`src/rtl/sps_match_ctrl_if.sv`:
```
// Bundle of the handshake, judge and score signals around the stone-paper-scissors
// match sequencer. The slave modport is the controller's view; master is the environment's.
interface sps_match_ctrl_if #(
    parameter int unsigned SCORE_W = 4
);
    logic               ena;
    logic               new_match;
    logic [1:0]         p1_move;
    logic               p1_valid;
    logic               p1_ready;
    logic [1:0]         p2_move;
    logic               p2_valid;
    logic               p2_ready;
    logic               jdg_start;
    logic [1:0]         jdg_p1;
    logic [1:0]         jdg_p2;
    logic               jdg_done;
    logic [1:0]         jdg_result;
    logic [SCORE_W-1:0] score1;
    logic [SCORE_W-1:0] score2;
    logic [3:0]         round_cnt;
    logic               match_over;
    logic [1:0]         match_winner;
    logic [1:0]         bad_move;
    logic               err;

    modport slave (
        input  ena, new_match, p1_move, p1_valid, p2_move, p2_valid, jdg_done, jdg_result,
        output p1_ready, p2_ready, jdg_start, jdg_p1, jdg_p2, score1, score2, round_cnt,
               match_over, match_winner, bad_move, err
    );

    modport master (
        output ena, new_match, p1_move, p1_valid, p2_move, p2_valid, jdg_done, jdg_result,
        input  p1_ready, p2_ready, jdg_start, jdg_p1, jdg_p2, score1, score2, round_cnt,
               match_over, match_winner, bad_move, err
    );
endinterface

```
`src/rtl/sps_match_ctrl.sv`:
```
// Best-of-N stone-paper-scissors match sequencer: collects both moves, launches the
// round judge, keeps scores. Define SPS_JUDGE_TIMEOUT_EN to abort a hung judge.
module sps_match_ctrl #(
    parameter int unsigned WIN_TARGET  = 2,
    parameter int unsigned MAX_ROUNDS  = 9,
    parameter int unsigned SCORE_W     = 4,
    parameter int unsigned JDG_TIMEOUT = 15
) (
    input  logic            clk,
    input  logic            rst_n,
    sps_match_ctrl_if.slave bus
);

    typedef enum logic [2:0] {
        S_IDLE,
        S_COLLECT,
        S_JUDGE,
        S_UPDATE,
        S_OVER
    } state_t;

    localparam logic [SCORE_W-1:0] WIN_T = SCORE_W'(WIN_TARGET);
    localparam logic [3:0]         MAX_R = 4'(MAX_ROUNDS);

    if (WIN_TARGET < 1 || WIN_TARGET >= (1 << SCORE_W) || MAX_ROUNDS < 1 ||
        MAX_ROUNDS > 15 || JDG_TIMEOUT < 1) begin : g_cfg_check
        $error("sps_match_ctrl: unsupported parameter set");
    end

    state_t             state_q, state_d;
    logic [1:0]         p1_mv_q, p1_mv_d, p2_mv_q, p2_mv_d;
    logic               p1_have_q, p1_have_d, p2_have_q, p2_have_d;
    logic [1:0]         res_q, res_d;
    logic [SCORE_W-1:0] score1_q, score1_d, score2_q, score2_d;
    logic [3:0]         round_q, round_d;
    logic               over_q, over_d;
    logic [1:0]         winner_q, winner_d;
    logic [1:0]         bad_q, bad_d;
    logic               first_q, first_d;

`ifdef SPS_JUDGE_TIMEOUT_EN
    localparam int unsigned      TMO_W    = $clog2(JDG_TIMEOUT + 1);
    localparam logic [TMO_W-1:0] TMO_LAST = TMO_W'(JDG_TIMEOUT - 1);
    logic [TMO_W-1:0] tmo_q, tmo_d;
    logic             err_q, err_d;
`endif

    logic p1_rdy, p2_rdy, p1_hs, p2_hs;

    assign p1_rdy = bus.ena && (state_q == S_COLLECT) && !p1_have_q;
    assign p2_rdy = bus.ena && (state_q == S_COLLECT) && !p2_have_q;
    assign p1_hs  = p1_rdy && bus.p1_valid;
    assign p2_hs  = p2_rdy && bus.p2_valid;

    always_comb begin
        state_d   = state_q;
        p1_mv_d   = p1_mv_q;
        p2_mv_d   = p2_mv_q;
        p1_have_d = p1_have_q;
        p2_have_d = p2_have_q;
        res_d     = res_q;
        score1_d  = score1_q;
        score2_d  = score2_q;
        round_d   = round_q;
        over_d    = over_q;
        winner_d  = winner_q;
        bad_d     = 2'b00;
        first_d   = 1'b0;
`ifdef SPS_JUDGE_TIMEOUT_EN
        tmo_d     = tmo_q;
        err_d     = err_q;
`endif
        // A new match wins over everything, including a judge result landing now.
        if (bus.new_match) begin
            state_d   = S_COLLECT;
            p1_mv_d   = 2'b00;
            p2_mv_d   = 2'b00;
            p1_have_d = 1'b0;
            p2_have_d = 1'b0;
            score1_d  = '0;
            score2_d  = '0;
            round_d   = '0;
            over_d    = 1'b0;
            winner_d  = 2'b00;
`ifdef SPS_JUDGE_TIMEOUT_EN
            tmo_d     = '0;
            err_d     = 1'b0;
`endif
        end else begin
            case (state_q)
                S_COLLECT: begin
                    if (p1_hs) begin
                        if (bus.p1_move != 2'b11) begin
                            p1_mv_d   = bus.p1_move;
                            p1_have_d = 1'b1;
                        end else begin
                            bad_d[0] = 1'b1;
                        end
                    end
                    if (p2_hs) begin
                        if (bus.p2_move != 2'b11) begin
                            p2_mv_d   = bus.p2_move;
                            p2_have_d = 1'b1;
                        end else begin
                            bad_d[1] = 1'b1;
                        end
                    end
                    if (p1_have_d && p2_have_d) begin
                        state_d = S_JUDGE;
                        first_d = 1'b1;
`ifdef SPS_JUDGE_TIMEOUT_EN
                        tmo_d   = '0;
`endif
                    end
                end
                S_JUDGE: begin
                    if (bus.jdg_done) begin
                        res_d   = bus.jdg_result;
                        state_d = S_UPDATE;
                    end
`ifdef SPS_JUDGE_TIMEOUT_EN
                    else if (tmo_q == TMO_LAST) begin
                        state_d  = S_OVER;
                        over_d   = 1'b1;
                        winner_d = 2'b11;
                        err_d    = 1'b1;
                    end else begin
                        tmo_d = tmo_q + TMO_W'(1);
                    end
`endif
                end
                S_UPDATE: begin
                    round_d  = round_q + 4'd1;
                    score1_d = score1_q + SCORE_W'(res_q == 2'b01);
                    score2_d = score2_q + SCORE_W'(res_q == 2'b10);
                    if (score1_d == WIN_T) begin
                        state_d  = S_OVER;
                        over_d   = 1'b1;
                        winner_d = 2'b01;
                    end else if (score2_d == WIN_T) begin
                        state_d  = S_OVER;
                        over_d   = 1'b1;
                        winner_d = 2'b10;
                    end else if (round_d == MAX_R) begin
                        state_d  = S_OVER;
                        over_d   = 1'b1;
                        winner_d = (score1_d > score2_d) ? 2'b01 :
                                   (score2_d > score1_d) ? 2'b10 : 2'b00;
                    end else begin
                        state_d   = S_COLLECT;
                        p1_mv_d   = 2'b00;
                        p2_mv_d   = 2'b00;
                        p1_have_d = 1'b0;
                        p2_have_d = 1'b0;
                    end
                end
                default: state_d = state_q;
            endcase
        end
    end

    // All state holds while ena is low.
    always_ff @(posedge clk or negedge rst_n) begin
        if (!rst_n) begin
            state_q   <= S_IDLE;
            p1_mv_q   <= 2'b00;
            p2_mv_q   <= 2'b00;
            p1_have_q <= 1'b0;
            p2_have_q <= 1'b0;
            res_q     <= 2'b00;
            score1_q  <= '0;
            score2_q  <= '0;
            round_q   <= '0;
            over_q    <= 1'b0;
            winner_q  <= 2'b00;
            bad_q     <= 2'b00;
            first_q   <= 1'b0;
`ifdef SPS_JUDGE_TIMEOUT_EN
            tmo_q     <= '0;
            err_q     <= 1'b0;
`endif
        end else if (bus.ena) begin
            state_q   <= state_d;
            p1_mv_q   <= p1_mv_d;
            p2_mv_q   <= p2_mv_d;
            p1_have_q <= p1_have_d;
            p2_have_q <= p2_have_d;
            res_q     <= res_d;
            score1_q  <= score1_d;
            score2_q  <= score2_d;
            round_q   <= round_d;
            over_q    <= over_d;
            winner_q  <= winner_d;
            bad_q     <= bad_d;
            first_q   <= first_d;
`ifdef SPS_JUDGE_TIMEOUT_EN
            tmo_q     <= tmo_d;
            err_q     <= err_d;
`endif
        end
    end

    assign bus.p1_ready     = p1_rdy;
    assign bus.p2_ready     = p2_rdy;
    assign bus.jdg_start    = bus.ena && first_q && (state_q == S_JUDGE);
    assign bus.jdg_p1       = p1_mv_q;
    assign bus.jdg_p2       = p2_mv_q;
    assign bus.score1       = score1_q;
    assign bus.score2       = score2_q;
    assign bus.round_cnt    = round_q;
    assign bus.match_over   = over_q;
    assign bus.match_winner = winner_q;
    assign bus.bad_move     = bad_q & {2{bus.ena}};
`ifdef SPS_JUDGE_TIMEOUT_EN
    assign bus.err          = err_q;
`else
    assign bus.err          = 1'b0;
`endif

endmodule

```
`src/flat_wrapper.sv`:
```
// flat-port wrapper written by rule: the top's interface ports become plain ports
module sps_match_ctrl_flat 
#(
    parameter int unsigned WIN_TARGET  = 2,
    parameter int unsigned MAX_ROUNDS  = 9,
    parameter int unsigned SCORE_W     = 4,
    parameter int unsigned JDG_TIMEOUT = 15
)
  (clk, rst_n, bus_ena, bus_new_match, bus_p1_move, bus_p1_valid, bus_p2_move, bus_p2_valid, bus_jdg_done, bus_jdg_result, bus_p1_ready, bus_p2_ready, bus_jdg_start, bus_jdg_p1, bus_jdg_p2, bus_score1, bus_score2, bus_round_cnt, bus_match_over, bus_match_winner, bus_bad_move, bus_err);
  sps_match_ctrl_if #(.SCORE_W(SCORE_W)) bus_i ();
  input  logic clk;
  input  logic rst_n;
  input wire logic [$bits(bus_i.ena)-1:0] bus_ena;
  input wire logic [$bits(bus_i.new_match)-1:0] bus_new_match;
  input wire logic [$bits(bus_i.p1_move)-1:0] bus_p1_move;
  input wire logic [$bits(bus_i.p1_valid)-1:0] bus_p1_valid;
  input wire logic [$bits(bus_i.p2_move)-1:0] bus_p2_move;
  input wire logic [$bits(bus_i.p2_valid)-1:0] bus_p2_valid;
  input wire logic [$bits(bus_i.jdg_done)-1:0] bus_jdg_done;
  input wire logic [$bits(bus_i.jdg_result)-1:0] bus_jdg_result;
  output wire logic [$bits(bus_i.p1_ready)-1:0] bus_p1_ready;
  output wire logic [$bits(bus_i.p2_ready)-1:0] bus_p2_ready;
  output wire logic [$bits(bus_i.jdg_start)-1:0] bus_jdg_start;
  output wire logic [$bits(bus_i.jdg_p1)-1:0] bus_jdg_p1;
  output wire logic [$bits(bus_i.jdg_p2)-1:0] bus_jdg_p2;
  output wire logic [$bits(bus_i.score1)-1:0] bus_score1;
  output wire logic [$bits(bus_i.score2)-1:0] bus_score2;
  output wire logic [$bits(bus_i.round_cnt)-1:0] bus_round_cnt;
  output wire logic [$bits(bus_i.match_over)-1:0] bus_match_over;
  output wire logic [$bits(bus_i.match_winner)-1:0] bus_match_winner;
  output wire logic [$bits(bus_i.bad_move)-1:0] bus_bad_move;
  output wire logic [$bits(bus_i.err)-1:0] bus_err;
  assign bus_i.ena = bus_ena;
  assign bus_i.new_match = bus_new_match;
  assign bus_i.p1_move = bus_p1_move;
  assign bus_i.p1_valid = bus_p1_valid;
  assign bus_i.p2_move = bus_p2_move;
  assign bus_i.p2_valid = bus_p2_valid;
  assign bus_i.jdg_done = bus_jdg_done;
  assign bus_i.jdg_result = bus_jdg_result;
  assign bus_p1_ready = bus_i.p1_ready;
  assign bus_p2_ready = bus_i.p2_ready;
  assign bus_jdg_start = bus_i.jdg_start;
  assign bus_jdg_p1 = bus_i.jdg_p1;
  assign bus_jdg_p2 = bus_i.jdg_p2;
  assign bus_score1 = bus_i.score1;
  assign bus_score2 = bus_i.score2;
  assign bus_round_cnt = bus_i.round_cnt;
  assign bus_match_over = bus_i.match_over;
  assign bus_match_winner = bus_i.match_winner;
  assign bus_bad_move = bus_i.bad_move;
  assign bus_err = bus_i.err;
  sps_match_ctrl #(.WIN_TARGET(WIN_TARGET), .MAX_ROUNDS(MAX_ROUNDS), .SCORE_W(SCORE_W), .JDG_TIMEOUT(JDG_TIMEOUT)) u_core (.clk(clk), .rst_n(rst_n), .bus(bus_i));
endmodule
```
`config.mk`:
```
export PLATFORM = sky130hd
export DESIGN_NAME = sps_match_ctrl_flat
export DESIGN_NICKNAME = d
export VERILOG_FILES = /design/src/rtl/sps_match_ctrl_if.sv /design/src/rtl/sps_match_ctrl.sv /design/src/flat_wrapper.sv
export SDC_FILE = /design/constraint.sdc
export NUM_CORES = 1
export LEC_CHECK = 0
export CORE_AREA = 2 2 71 59
export DETAILED_ROUTE_END_ITERATION = 7
export DIE_AREA = 0 0 73 61
export PLACE_DENSITY = 0.85
export SLEW_MARGIN = 20
export SYNTH_ARGS = -nofsm -noshare
export SYNTH_HDL_FRONTEND = slang
export SYNTH_SLANG_ARGS = --single-unit
```
`constraint.sdc`:
```
create_clock -name clk -period 4.35 [get_ports clk]
set_input_delay 0.87 -clock clk [delete_from_list [all_inputs] [get_ports clk]]
set_output_delay 0.87 -clock clk [all_outputs]
set_load 0.03 [all_outputs]
```
==> results.cfg <==
[sta]
hold_slack_ps = 502
drv_slew = 0
tns_ps = 0
skew_ps = 4.12
setup_viol = 0
rsz0062_at_grt = no
finalCritPeriodShare_pct = 81.4
tightest_slew_ps = 644
clock.fmax_mhz = 282
hold_viol = 0
relSlewSlack_pct = 56.4
fin_ws_ps = 809
min_period_ps = 3540

[grt]
grtUsageTotal_pct = 20.9
grt_pass1_vias = 1595
grt_pass1_wl_um = 7050
grt_overflow = 0
grt_start_max_net_pins = 30
grt_antenna_before_repair = 0

[critical_path]
r2r-start = u_core.res_q[1]$_DFFE_PN0P_
ff2ff_setup_slack_ps = 1940
critPathKind = in2out
r2r_end = u_core.bus.jdg_p1[1]$_DFFE_PN0P_
cp_data_required_time_ps = 3480
critPathLaunchType = input port
r2r_cells = 7
worstPathMaxFanout = 16
cp.arrival_ps = 2670
crit_path_end_kind = output pin

[floorplanning]
die_h_um = 61
die_area_um2 = 4450
core_um2 = 3730
io_pins = 38
die_w_um = 73
initial_core_util_pct = 48.5
row_count = 20

[yosys]
synth-edff-count = 0
synth-seq-cells = 29
syn_area_um2 = 1810
synth_top_flop_cell = dfrtp_1
yosysSeqAreaShare_pct = 40.2
synth_nets = 228
synth.avg_cell_area_um2 = 8.73
synth_cell_type_count = 45
synth-async-reset-ratio_pct = 100
syn_inst = 207
yosys_warnings = 0

[placement]
place_ws_ps = 824
gp_congestion = 0.870
place_area_um2 = 2200
port_buffers = 36
hpwl_um = 3060

[min_path]
min_path_cells = 1
hp-start = u_core.bad_q[0]$_DFFE_PN0P_
min_to = u_core.bad_q[0]$_DFFE_PN0P_
hp-class = reg2reg

[detailed_routing]
wl_per_cell_um = 14.8
firstDrtPassIters = 4
drtIter0Drc = 109
postRouteAntennaNets = 0
viasPerCell = 5.70
postRouteWirelength_um = 4290
route.detailed.drc = 0
dr_total_vias = 1647

[final_layout]
num-fill-cells = 307
diodes = 0
drive_gt1_share_pct = 5.71
finalInstanceArea_um2 = 2280
area_delta_synth_final_pct = 26.0
final_net_count = 265

[job]
maxCapViolCount = 0

[cts]
clk_pin_slew_ps = 60
cts-resized-gates = 0
cts_buffers = 5
cts_tree = done
cts-root-buf = clkbuf_8
clock_latency_ps = 280
cts_max_path_buffers = 2
htreeDepth = 2
clkSinkCount = 29
postCtsSetupRepairBufs = 0
cts_hold_buf = 0

[pwr]
p_per_area_nw_per_um2 = 367
fin_total_pwr_uw = 835
ir_drop_mv = 0.221
p_leak_uw = 0.000963

[status]
status = finished clean
-- critical path: stages --
cell and delay (ps):
clkdlybuf4s50_1 450, buf_4 190, inv_1 160, nor2_1 150
and3_1 180, clkdlybuf4s50_1 670
-- cells by family (layout without fill, tap and decap cells) --
group	after synthesis	count (layout)	share of synthesized area, %
and+or+nand+nor	77	77	22.7
adders and majority gates	8	8	5.54
AOI/OAI and AO/OA	61	61	22.0
buffers and inverters	24	62	5.75
other	1	1	0.208
muxes	2	2	1.25
DFF	29	29	40.2
xor gates and xnor gates	5	5	2.42
-- flip-flops by register name, summed over array words and instances (netlist names) --
register and count:
u_core.bus.round_cnt 4, u_core.bus.score1 4, u_core.bus.score2 4, u_core.state_q 3, u_core.bad_q 2, u_core.bus.jdg_p1 2
u_core.bus.jdg_p2 2, u_core.bus.match_winner 2, u_core.res_q 2, u_core.bus.match_over 1, u_core.first_q 1, u_core.p1_have_q 1
u_core.p2_have_q 1
-- cells in the mapped netlist (2+ instances only) --
library cell | number | area, um^2
nand2b_1 | 5 | 31.3
a311oi_1 | 2 | 17.5
buf_2 | 2 | 10.0
a21oi_1 | 7 | 35.0
a31oi_1 | 5 | 31.3
nand4_1 | 8 | 50.1
dfrtp_1 | 29 | 726
o21bai_1 | 2 | 15.0
nand2_1 | 26 | 97.6
o31ai_1 | 5 | 37.5
nand3_1 | 4 | 20.0
o211ai_1 | 5 | 37.5
and2_1 | 3 | 18.8
ha_1 | 8 | 100
xnor2_1 | 4 | 35.0
o21ai_0 | 22 | 110
and3b_1 | 2 | 17.5
nor2_1 | 14 | 52.6
o21a_1 | 2 | 15.0
clkbuf_1 | 5 | 18.8
mux2_2 | 2 | 22.5
nor2b_1 | 7 | 43.8
o2bb2ai_1 | 2 | 17.5
inv_1 | 15 | 56.3
-- cell type report --
class / instances / area [um^2] / area share (%)
multi-input cells: 154 / 977 / 42.9
well taps: 44 / 55.1 / 2.42
clock buffers: 8 / 80.1 / 3.52
inverters: 15 / 56.3 / 2.47
flip-flops and latches: 29 / 726 / 31.9
repair buffers: 39 / 383 / 16.8
-- through the flow --
stage,util (%),cells
floorplan,-,207
global placement,58.9,281
detailed placement,58.9,281
CTS,61.1,289
global route,61.1,289
finish,61.1,289
-- cells in the final DEF (no fill, tap or decap), drive strengths merged, types with 3 or more instances in the layout --
| cell | n |
|---|---|
| inv | 15 |
| ha | 8 |
| a21oi | 7 |
| clkdlybuf4s50 | 36 |
| nor2 | 14 |
| clkbuf | 8 |
| nor2b | 7 |
| nand2 | 26 |
| nand2b | 5 |
| dfrtp | 29 |
| xnor2 | 4 |
| o21ai | 22 |
| nand4 | 8 |
| o211ai | 5 |
| buf | 3 |
| and2 | 3 |
| o31ai | 5 |
| nand3 | 4 |
| a31oi | 5 |
-- layer usage --
metal | GRT usage, % | wire length (um)
met2 | 32.3 | 1970
met3 | 5.15 | 212
met4 | 10.6 | 81
met1 | 27.7 | 2020
met5 | 0 | 0
-- how the worst max path moves through the flow --
| stage | slack, ps | cells after the start | startpoint | end |
|---|---|---|---|---|
| 2_1_floorplan | 1870 | 3 | bus_ena | bus_p1_ready |
| 3_3_place_gp | 850 | 6 | bus_ena | bus_jdg_start |
| 3_5_place_dp | 820 | 6 | bus_ena | bus_jdg_start |
| 4_1_cts | 810 | 6 | bus_ena | bus_jdg_start |
| 5_1_grt | 720 | 6 | bus_ena | bus_jdg_start |
| 6_report | 810 | 6 | bus_ena | bus_jdg_start |
-- power breakdown --
part           switching [uW]  internal (uW)
Combinational             164            118
Clock                    98.8            113
Sequential               38.1            303
Total                     301            534
Power figures use the tool's default switching activity.
